$ cat config.mk
export PLATFORM = sky130hd
export DESIGN_NAME = seg_display_capture
export DESIGN_NICKNAME = d
export VERILOG_FILES = /design/src/rtl/seg_display_capture.sv
export SDC_FILE = /design/constraint.sdc
export NUM_CORES = 1
export LEC_CHECK = 0
export CAP_MARGIN = 5
export CORE_MARGIN = 2
export CORE_UTILIZATION = 40
export CTS_CLUSTER_SIZE = 40
export DETAILED_ROUTE_END_ITERATION = 10
export PLACE_DENSITY = 0.69
export SETUP_SLACK_MARGIN = 0.15
export SYNTH_ARGS = -nofsm -noshare
export SYNTH_HDL_FRONTEND = slang
export SYNTH_SLANG_ARGS = --single-unit
$ cat constraint.sdc
create_clock -name clk -period 3.7 [get_ports clk]
set_input_delay 0.925 -clock clk [delete_from_list [all_inputs] [get_ports clk]]
set_output_delay 0.925 -clock clk [all_outputs]
set_load 0.02 [all_outputs]
$ cat src/rtl/seg_display_capture.sv
// Receive side of the multiplexed 6-digit 7-segment display: samples SEG/ENABLE,
// debounces each digit dwell, decodes the glyph and reports complete HH:MM:SS frames.
module seg_display_capture #(
  parameter int STABLE_CYCLES  = 1024,
  parameter bit SEG_ACTIVE_LOW = 1'b1,
  parameter bit EN_ACTIVE_LOW  = 1'b1
) (
  input  logic        clk,
  input  logic        rst_n,
  input  logic [7:0]  seg_in,
  input  logic [5:0]  enable_in,
  output logic [23:0] time_bcd,
  output logic        frame_valid,
  output logic        frame_changed,
  output logic        digit_update,
  output logic [2:0]  digit_index,
  output logic [5:0]  dp_flags,
  output logic        seg_error,
  output logic        enable_error
);

  localparam logic [15:0] STABLE = 16'(STABLE_CYCLES);

  // Input sample registers hold pin levels already normalised to active-high,
  // so their cleared state reads as "blank" rather than "all enables on".
  logic [7:0]       seg_s_q, seg_s_d;
  logic [5:0]       en_s_q, en_s_d;

  logic [15:0]      cnt_q, cnt_d;
  logic             hit_q, hit_d;
  logic             prev_valid_q, prev_valid_d;
  logic [2:0]       prev_idx_q, prev_idx_d;
  logic [7:0]       prev_seg_q, prev_seg_d;
  logic             enable_error_q, enable_error_d;

  logic             digit_update_q, digit_update_d;
  logic             seg_error_q, seg_error_d;
  logic [2:0]       digit_index_q, digit_index_d;
  logic [5:0][3:0]  store_q, store_d;
  logic [5:0]       seen_q, seen_d;
  logic [5:0]       dp_q, dp_d;
  logic [23:0]      time_bcd_q, time_bcd_d;
  logic             frame_valid_q, frame_valid_d;
  logic             frame_changed_q, frame_changed_d;

  logic             en_any;
  logic             en_one_hot;
  logic [2:0]       en_idx;
  logic             same_sample;
  logic [4:0]       glyph;

  // Returns {ok, bcd}; ok=0 for anything that is not a decimal digit.
  function automatic logic [4:0] decode_glyph(input logic [6:0] s);
    logic [4:0] r;
    case (s)
      7'h3F: r = 5'h10;
      7'h06: r = 5'h11;
      7'h5B: r = 5'h12;
      7'h4F: r = 5'h13;
      7'h66: r = 5'h14;
      7'h6D: r = 5'h15;
      7'h7D: r = 5'h16;
      7'h7C: r = 5'h16;
      7'h07: r = 5'h17;
      7'h27: r = 5'h17;
      7'h7F: r = 5'h18;
      7'h6F: r = 5'h19;
      7'h67: r = 5'h19;
      default: r = 5'h00;
    endcase
    return r;
  endfunction

  always_comb begin
    seg_s_d = SEG_ACTIVE_LOW ? ~seg_in : seg_in;
    en_s_d  = EN_ACTIVE_LOW ? ~enable_in : enable_in;
  end

  always_comb begin
    en_any     = |en_s_q;
    en_one_hot = en_any && ((en_s_q & (en_s_q - 6'd1)) == 6'd0);
    en_idx     = 3'd0;
    for (int i = 0; i < 6; i++) begin
      if (en_s_q[i]) en_idx = 3'(i);
    end
    same_sample = prev_valid_q && (en_idx == prev_idx_q) && (seg_s_q == prev_seg_q);
  end

  // Stability tracking; hit marks the single cycle the count first reaches STABLE.
  always_comb begin
    cnt_d          = 16'd0;
    hit_d          = 1'b0;
    prev_valid_d   = en_one_hot;
    prev_idx_d     = en_idx;
    prev_seg_d     = seg_s_q;
    enable_error_d = en_any && !en_one_hot;
    if (en_one_hot) begin
      if (same_sample) begin
        cnt_d = (cnt_q == STABLE) ? cnt_q : cnt_q + 16'd1;
      end else begin
        cnt_d = 16'd1;
      end
      hit_d = (cnt_d == STABLE) && !(same_sample && (cnt_q == STABLE));
    end
  end

  assign glyph = decode_glyph(prev_seg_q[6:0]);

  always_comb begin
    digit_update_d  = 1'b0;
    seg_error_d     = 1'b0;
    digit_index_d   = digit_index_q;
    store_d         = store_q;
    seen_d          = seen_q;
    dp_d            = dp_q;
    time_bcd_d      = time_bcd_q;
    frame_valid_d   = 1'b0;
    frame_changed_d = 1'b0;

    // Frame publish uses the store as it stood before any same-cycle write.
    if (seen_q == 6'h3F) begin
      time_bcd_d      = store_q;
      frame_valid_d   = 1'b1;
      frame_changed_d = (store_q != time_bcd_q);
      seen_d          = 6'h00;
    end

    if (hit_q) begin
      if (glyph[4]) begin
        digit_update_d = 1'b1;
        digit_index_d  = prev_idx_q;
        for (int i = 0; i < 6; i++) begin
          if (prev_idx_q == 3'(i)) begin
            store_d[i] = glyph[3:0];
            seen_d[i]  = 1'b1;
            dp_d[i]    = prev_seg_q[7];
          end
        end
      end else begin
        seg_error_d = 1'b1;
      end
    end
  end

  always_ff @(posedge clk) begin
    if (!rst_n) begin
      seg_s_q         <= 8'd0;
      en_s_q          <= 6'd0;
      cnt_q           <= 16'd0;
      hit_q           <= 1'b0;
      prev_valid_q    <= 1'b0;
      prev_idx_q      <= 3'd0;
      prev_seg_q      <= 8'd0;
      enable_error_q  <= 1'b0;
      digit_update_q  <= 1'b0;
      seg_error_q     <= 1'b0;
      digit_index_q   <= 3'd0;
      store_q         <= '0;
      seen_q          <= 6'd0;
      dp_q            <= 6'd0;
      time_bcd_q      <= 24'd0;
      frame_valid_q   <= 1'b0;
      frame_changed_q <= 1'b0;
    end else begin
      seg_s_q         <= seg_s_d;
      en_s_q          <= en_s_d;
      cnt_q           <= cnt_d;
      hit_q           <= hit_d;
      prev_valid_q    <= prev_valid_d;
      prev_idx_q      <= prev_idx_d;
      prev_seg_q      <= prev_seg_d;
      enable_error_q  <= enable_error_d;
      digit_update_q  <= digit_update_d;
      seg_error_q     <= seg_error_d;
      digit_index_q   <= digit_index_d;
      store_q         <= store_d;
      seen_q          <= seen_d;
      dp_q            <= dp_d;
      time_bcd_q      <= time_bcd_d;
      frame_valid_q   <= frame_valid_d;
      frame_changed_q <= frame_changed_d;
    end
  end

  assign time_bcd      = time_bcd_q;
  assign frame_valid   = frame_valid_q;
  assign frame_changed = frame_changed_q;
  assign digit_update  = digit_update_q;
  assign digit_index   = digit_index_q;
  assign dp_flags      = dp_q;
  assign seg_error     = seg_error_q;
  assign enable_error  = enable_error_q;

endmodule

==> impl_results.md, run 1 <==
- Vias per std cell: 5.14
- Final hold violations: 0
- Detailed Routing Iterations Pass 1: 5
- Period Utilization, post-route: 68.4%
- Setup crit start kind: input pin
- Clk sinks: 111
- Drt drc: 0
- Total setup buffers inserted after CTS: 0
- HP Class: reg -> reg
- Wirelength per Cell: 13.8 µm
- Commonest non-fill, non-tap cell in the layout: dfxtp_1
- Gpl congestion: 0.784
- Min cycle time layout: 2530 ps
- CTS resizes: 0
- Setup-failing EPs final: 0
- Clock share of power: 40.6%
- Worst setup EP type: flip-flop
- Yosys cell types: 52
- Unrepaired setup endpoints after global routing: false
- Pint: 1.76 mW
- Syn nets: 547
- Syn_area_per_cell: 8.71 µm²
- Num CTS Buffers: 9
- Clock buffer depth: 2
- Reg power frac: 55.4%
- Switching Fraction: 21.0%
- PortBufs: 53
- Skew final: 10.1 ps
- Final Instance Area: 5500 µm²
- Mux cell area share after synthesis: 3.48%
- Starting Density: 40.7%
- Mapped Area: 4610 µm²
- CP Class: in -> reg
- Fin util: 48.6%
- DIE HEIGHT: 111 µm
- Worst-skew pair later-pin latency: 330 ps
- Main flop type after synthesis: dfxtp_1
- I/O pins: 54
- Worst Tran Pin Value: 1040 ps
- DP HPWL: 7000 µm
- Pins over their slew limit: 0
- Largest family of logic cells by synthesized area: simple AND/OR/NAND/NOR gates
- Maximum vdd drop: 227 µV
- Placed Area: 5210 µm²
- Fin nets: 585
- Vias in the first global route: 3,528
- Leak Pwr: 2.00 nW
- NetSw: 0.467 mW
- Xor and xnor area share after synthesis: 9.51%
- Initial antenna violation count: 0
- CP max FO: 23
- Die Width: 111 µm
- CTS root buffer: clkbuf_16
- FMAX: 0.395 GHz
- Compound-Gate Fraction of Synth Area: 10.7%
- Seq/Total Area, Yosys: 48.2%
- Post-synthesis async set-or-reset flop share: 0%
- ANT cells: 0
- Share of cells above drive strength 1: 5.78%
- Gate power share: 3.9%
- EDFF count, synth: 0
- Number of H-tree levels: 3
- Cell Pwr Density: 405 nW/µm²
- Routed WL: 9820 µm
- Syn. warnings: 0
- Routed Antenna Nets: 0
- Most frequent cells in the layout: dfxtp_1 (111), nand2_1 (76), nor2_1 (67)
- Largest net degree at the start of global routing: 66
- Status: finished clean
- Core area: 11,300 µm²
- Critical Path AT: 2780 ps
- Simple-gate share of the synthesized area: 23.8%
- Via count: 3,672
- Critical Path RT: 3950 ps
- TritonCTS clock tree: yes
- Rel. slew slack: 30.5%
- Adder-cell area share of the yosys netlist: 0.760%
- Post-Synthesis Cells: 529
- Die ar.: 12,400 µm²
- Yosys reg bits: 111
- Setup tns final: 0 ps
- Gr usage total: 16.4%
- 1st-iter DRT viols: 250
- First-pass GRT wire length: 16,700 µm
- Worst-path clk slew: 70 ps
- Gr ovfl total: 0
- Synth-to-layout area growth: 19.3%
- Hold-fix buffers at CTS: 0
- Max cap viols: 0
- # rows: 39
==> sequential cells by signal, summed over array words and instances, names as in the netlist, 3 cells and up <==
register,count
prev_seg_d,8
digit_index,3
en_s_q,6
prev_idx_q,3
store_q,24
seen_q,6
time_bcd,24
prev_seg_q,8
cnt_q,16
dp_flags,6
==> cells in the mapped netlist, types with 2 or more instances <==
cell | number | share of area (%)
xnor2_1 | 20 | 3.8
nor4_1 | 13 | 1.8
mux2i_1 | 16 | 3.5
buf_1 | 3 | 0.24
buf_4 | 2 | 0.33
a21oi_1 | 35 | 3.8
nor3_1 | 12 | 1.3
nor2_1 | 67 | 5.5
and3_1 | 2 | 0.27
xor2_1 | 30 | 5.7
a211oi_1 | 4 | 0.65
dfxtp_1 | 111 | 48
nand3_1 | 31 | 3.4
inv_1 | 9 | 0.73
or3_1 | 3 | 0.41
and4_1 | 2 | 0.38
nand4_1 | 7 | 0.95
o21ai_0 | 18 | 2.0
nand2_1 | 76 | 6.2
buf_2 | 5 | 0.54
ha_1 | 2 | 0.54
clkbuf_1 | 18 | 1.5
o211ai_2 | 2 | 0.54
nand2b_1 | 2 | 0.27
and2_1 | 9 | 1.2
nor2b_1 | 3 | 0.41
nor3_2 | 2 | 0.43
==> worst max-delay path: stages <==
cell and delay (ps):
clkdlybuf4s50_1 620, buf_4 320, inv_2 50, or4_1 630, o21ai_0 220
==> final cells by class <==
class,count,area (µm²)
fill,1097,5820
multi-input combinational,380,2230
sequential,111,2220
timing repair buffer,56,553
clock buffer,12,267
tap,143,179
inverter,9,33.8
clock inverter,3,17.5
==> logic make-up after synthesis <==
kind of cell	Yosys count
simple gates	236
buf+inv	38
mux	16
fa+ha+maj	3
flops	111
xor+xnor	50
compound gates	75
==> worst paths after layout <==
check,startpoint,endpoint,slack [ps],depth (start not counted)
min,seen_q[3],seen_q[3],460,2
max,rst_n,store_q[7],1170,5
max reg2reg,prev_seg_q[7],hit_q,1300,6
min reg2reg,seen_q[3],seen_q[3],460,2
==> through the flow <==
stage	instances	hold WS, ps	worst slack, ps	power, mW
2_1_floorplan	529	430	1680	1.32
3_3_place_gp	699	443	919	1.35
3_5_place_dp	699	450	828	1.35
4_1_cts	714	459	1180	2.25
5_1_grt	714	485	1030	2.31
6_report	714	458	1170	2.23
==> power groups by stage <==
| stage | Clock, mW | Sequential (mW) | Combinational, mW |
|---|---|---|---|
| finish | 0.905 | 1.23 | 0.0875 |
| floorplan | 0 | 1.25 | 0.0652 |
| global placement | 0 | 1.26 | 0.0850 |
| global route | 0.971 | 1.24 | 0.0971 |
| detailed placement | 0 | 1.26 | 0.0873 |
| CTS | 0.924 | 1.23 | 0.0881 |
==> routing by layer <==
layer | vias to the layer above | global-route usage [%] | share of wire, %
met5 | - | 0 | 0
met1 | 1697 | 20.7 | 47
met2 | 93 | 27.4 | 47
li1 | 1870 | - | -
met4 | 0 | 6.42 | 1.6
met3 | 12 | 3.55 | 3.8
Power figures use the tool's default switching activity.
==> run 2, diff against run 1 <==
--- a/config.mk
+++ b/config.mk
@@ -10,7 +10,7 @@
 export CORE_UTILIZATION = 40
 export CTS_CLUSTER_SIZE = 40
 export DETAILED_ROUTE_END_ITERATION = 10
-export PLACE_DENSITY = 0.69
+export PLACE_DENSITY = 0.72
 export SETUP_SLACK_MARGIN = 0.15
 export SYNTH_ARGS = -nofsm -noshare
 export SYNTH_HDL_FRONTEND = slang
==> constraint.sdc (replaced) <==
create_clock -name clk -period 2.3 [get_ports clk]
set_input_delay 0.575 -clock clk [delete_from_list [all_inputs] [get_ports clk]]
set_output_delay 0.575 -clock clk [all_outputs]
set_load 0.02 [all_outputs]
==> run 2 against run 1 <==
Effect of this change:
- clock skew shrank 2.4 ps
- total power grew 58%
- global-route usage grew 0.55 points
- sequential share of layout area shrank 0.91 points
- hold slack lost 0.55 ps
- register-to-register slack lost 1100 ps
- routed wire length grew 5.3%
- critical endpoint is now store_q[22]
- design area grew 2.6%
- non-clock buffer count grew 10
- count of clock-buffer cells in the layout shrank 2
- critical path type is now reg -> reg
- critical path depth grew 1
- sequential power grew 62%
==> impl_results.md, run 2 (synthesis results as in run 1) <==
- Status: finished clean
- CP Class: reg -> reg
- First-pass GRT wire length: 17,500 µm
- Clock buffer depth: 2
- Max cap viols: 0
- Gpl congestion: 0.861
- Most frequent cells in the layout: dfxtp_1 (106), nand2_1 (76), nor2_1 (66)
- Commonest non-fill, non-tap cell in the layout: dfxtp_1
- Rel. slew slack: 37.1%
- Synth-to-layout area growth: 22.4%
- Setup-failing EPs final: 0
- Critical path, cell by cell: or4b_4 -> nor2_4 -> a41oi_2 -> a211o_2 -> mux2i_1 -> nor2_1
- I/O pins: 54
- Core area: 11,300 µm²
- Cell Pwr Density: 624 nW/µm²
- Number of fillers in the final layout: 1,074
- Fin nets: 596
- Die ar.: 12,400 µm²
- Skew final: 7.74 ps
- PortBufs: 53
- DIE HEIGHT: 111 µm
- Detailed Routing Iterations Pass 1: 5
- Number of H-tree levels: 3
- Footprint of the multi-input gates: 2320 µm²
- Seq. cell area: 2230 µm²
- Maximum vdd drop: 598 µV
- Period Utilization, post-route: 90.4%
- Crit path to: store_q[22]
- Largest net degree at the start of global routing: 66
- Gr ovfl total: 0
- Pins over their slew limit: 0
- Worst Setup SP: prev_seg_q[6]
- Fin util: 49.8%
- Vias in the first global route: 3,763
- Setup tns final: 0 ps
- CP max stage delay: 590 ps
- Vias per std cell: 5.24
- Worst r2r src: prev_seg_q[6]
- Num CTS Buffers: 9
- ANT cells: 0
- HP Class: reg -> reg
- Worst R2R End: store_q[22]
- Share of cells above drive strength 1: 8.95%
- R2r setup slk: 220 ps
- Worst Tran Pin Value: 936 ps
- Gr usage total: 16.9%
- Pwr Total: 3.52 mW
- Final hold violations: 0
- 1st-iter DRT viols: 172
- R2R depth: 6
- Worst-path clk slew: 70 ps
- Unrepaired setup endpoints after global routing: true
- Slowest-stage cell, CP: or4b_4
- Clk sinks: 111
- Critical Path RT: 2500 ps
- Setup crit start kind: flip-flop
- Starting Density: 40.7%
- DP HPWL: 7210 µm
- Min cycle time layout: 2080 ps
- Via count: 3,792
- Worst-skew pair later-pin latency: 340 ps
- Initial antenna violation count: 0
- Leak Pwr: 2.03 nW
- Wirelength per Cell: 14.3 µm
- Routed Antenna Nets: 0
- Worst setup EP type: flip-flop
- Critical Path AT: 2280 ps
- CP max FO: 9
- CTS root buffer: clkbuf_16
- Routed WL: 10,300 µm
- Die Width: 111 µm
- # rows: 39
- Hold-fix buffers at CTS: 0
- FMAX: 0.481 GHz
- TritonCTS clock tree: yes
- Drt drc: 0
==> run 2: how the worst min path moves through the flow <==
| stage | startpoint | cells past startpoint | slack [ps] | to |
|---|---|---|---|---|
| finish | seen_q[3] | 2 | 460 | seen_q[3] |
| global route | seen_q[3] | 2 | 480 | seen_q[3] |
| CTS | seen_q[3] | 2 | 460 | seen_q[3] |
| detailed placement | seen_q[3] | 2 | 450 | seen_q[3] |
| global placement | seen_q[3] | 2 | 440 | seen_q[3] |
| floorplan | hit_q | 2 | 430 | seg_error |
==> run 2: per-layer routing <==
metal / vias up / track usage (%) / share of wire [%]
li1: 1895 / - / -
met1: 1795 / 20.8 / 44
met4: 0 / 3.79 / 0.91
met3: 8 / 4.32 / 4.4
met5: - / 0 / 0
met2: 94 / 30.0 / 51
==> run 2: per-stage QoR <==
step / instances / hold WS (ps) / setup WS, ps / area (µm²)
after global routing: 724 / 480 / 140 / 5640
after CTS: 722 / 456 / 153 / 5580
final: 724 / 457 / 221 / 5640
after global placement: 706 / 444 / 140 / 5270
after detailed placement: 706 / 448 / 59.7 / 5270
after floorplan: 529 / 430 / 276 / 4610
==> run 2: repair_timing <==
| item | 4_1_cts | 5_1_grt |
|---|---|---|
| endpoints found under the setup margin | 25 | 50 |
| buffers inserted | 1 | 2 |
| gates cloned | 1 | 0 |
| gates resized for setup | 8 | 9 |
| pin swaps | 2 | 2 |
==> run 2: final cells by class <==
class	instances	share of cell area, %
well taps	143	3.17
inverters	9	0.599
clock buffers	10	4.06
multi-input cells	381	41.1
clock inverters	4	0.444
flip-flops and latches	111	39.5
repair buffers	66	11.1
==> run 2: report_power, final <==
part           total, mW  leakage [nW]  internal (mW)  switching, mW
clock               1.37         0.120          0.719          0.654
combinational      0.158          1.01         0.0762         0.0821
sequential          1.99         0.902           1.95         0.0364
==> run 2: critical path: cells and delay by family, from the launching register on <==
kind	cells	cell delay [ps]
compound gates	2	550
flops	1	370
mux	1	190
simple gates	3	820
==> run 3, diff against run 2 <==
--- a/config.mk
+++ b/config.mk
@@ -12,6 +12,7 @@
 export DETAILED_ROUTE_END_ITERATION = 10
 export PLACE_DENSITY = 0.72
 export SETUP_SLACK_MARGIN = 0.15
+export SLEW_MARGIN = 10
 export SYNTH_ARGS = -nofsm -noshare
 export SYNTH_HDL_FRONTEND = slang
 export SYNTH_SLANG_ARGS = --single-unit
==> results of run 3 <==
Same layout as run 2: the final DEF is identical, and so are final timing and power.
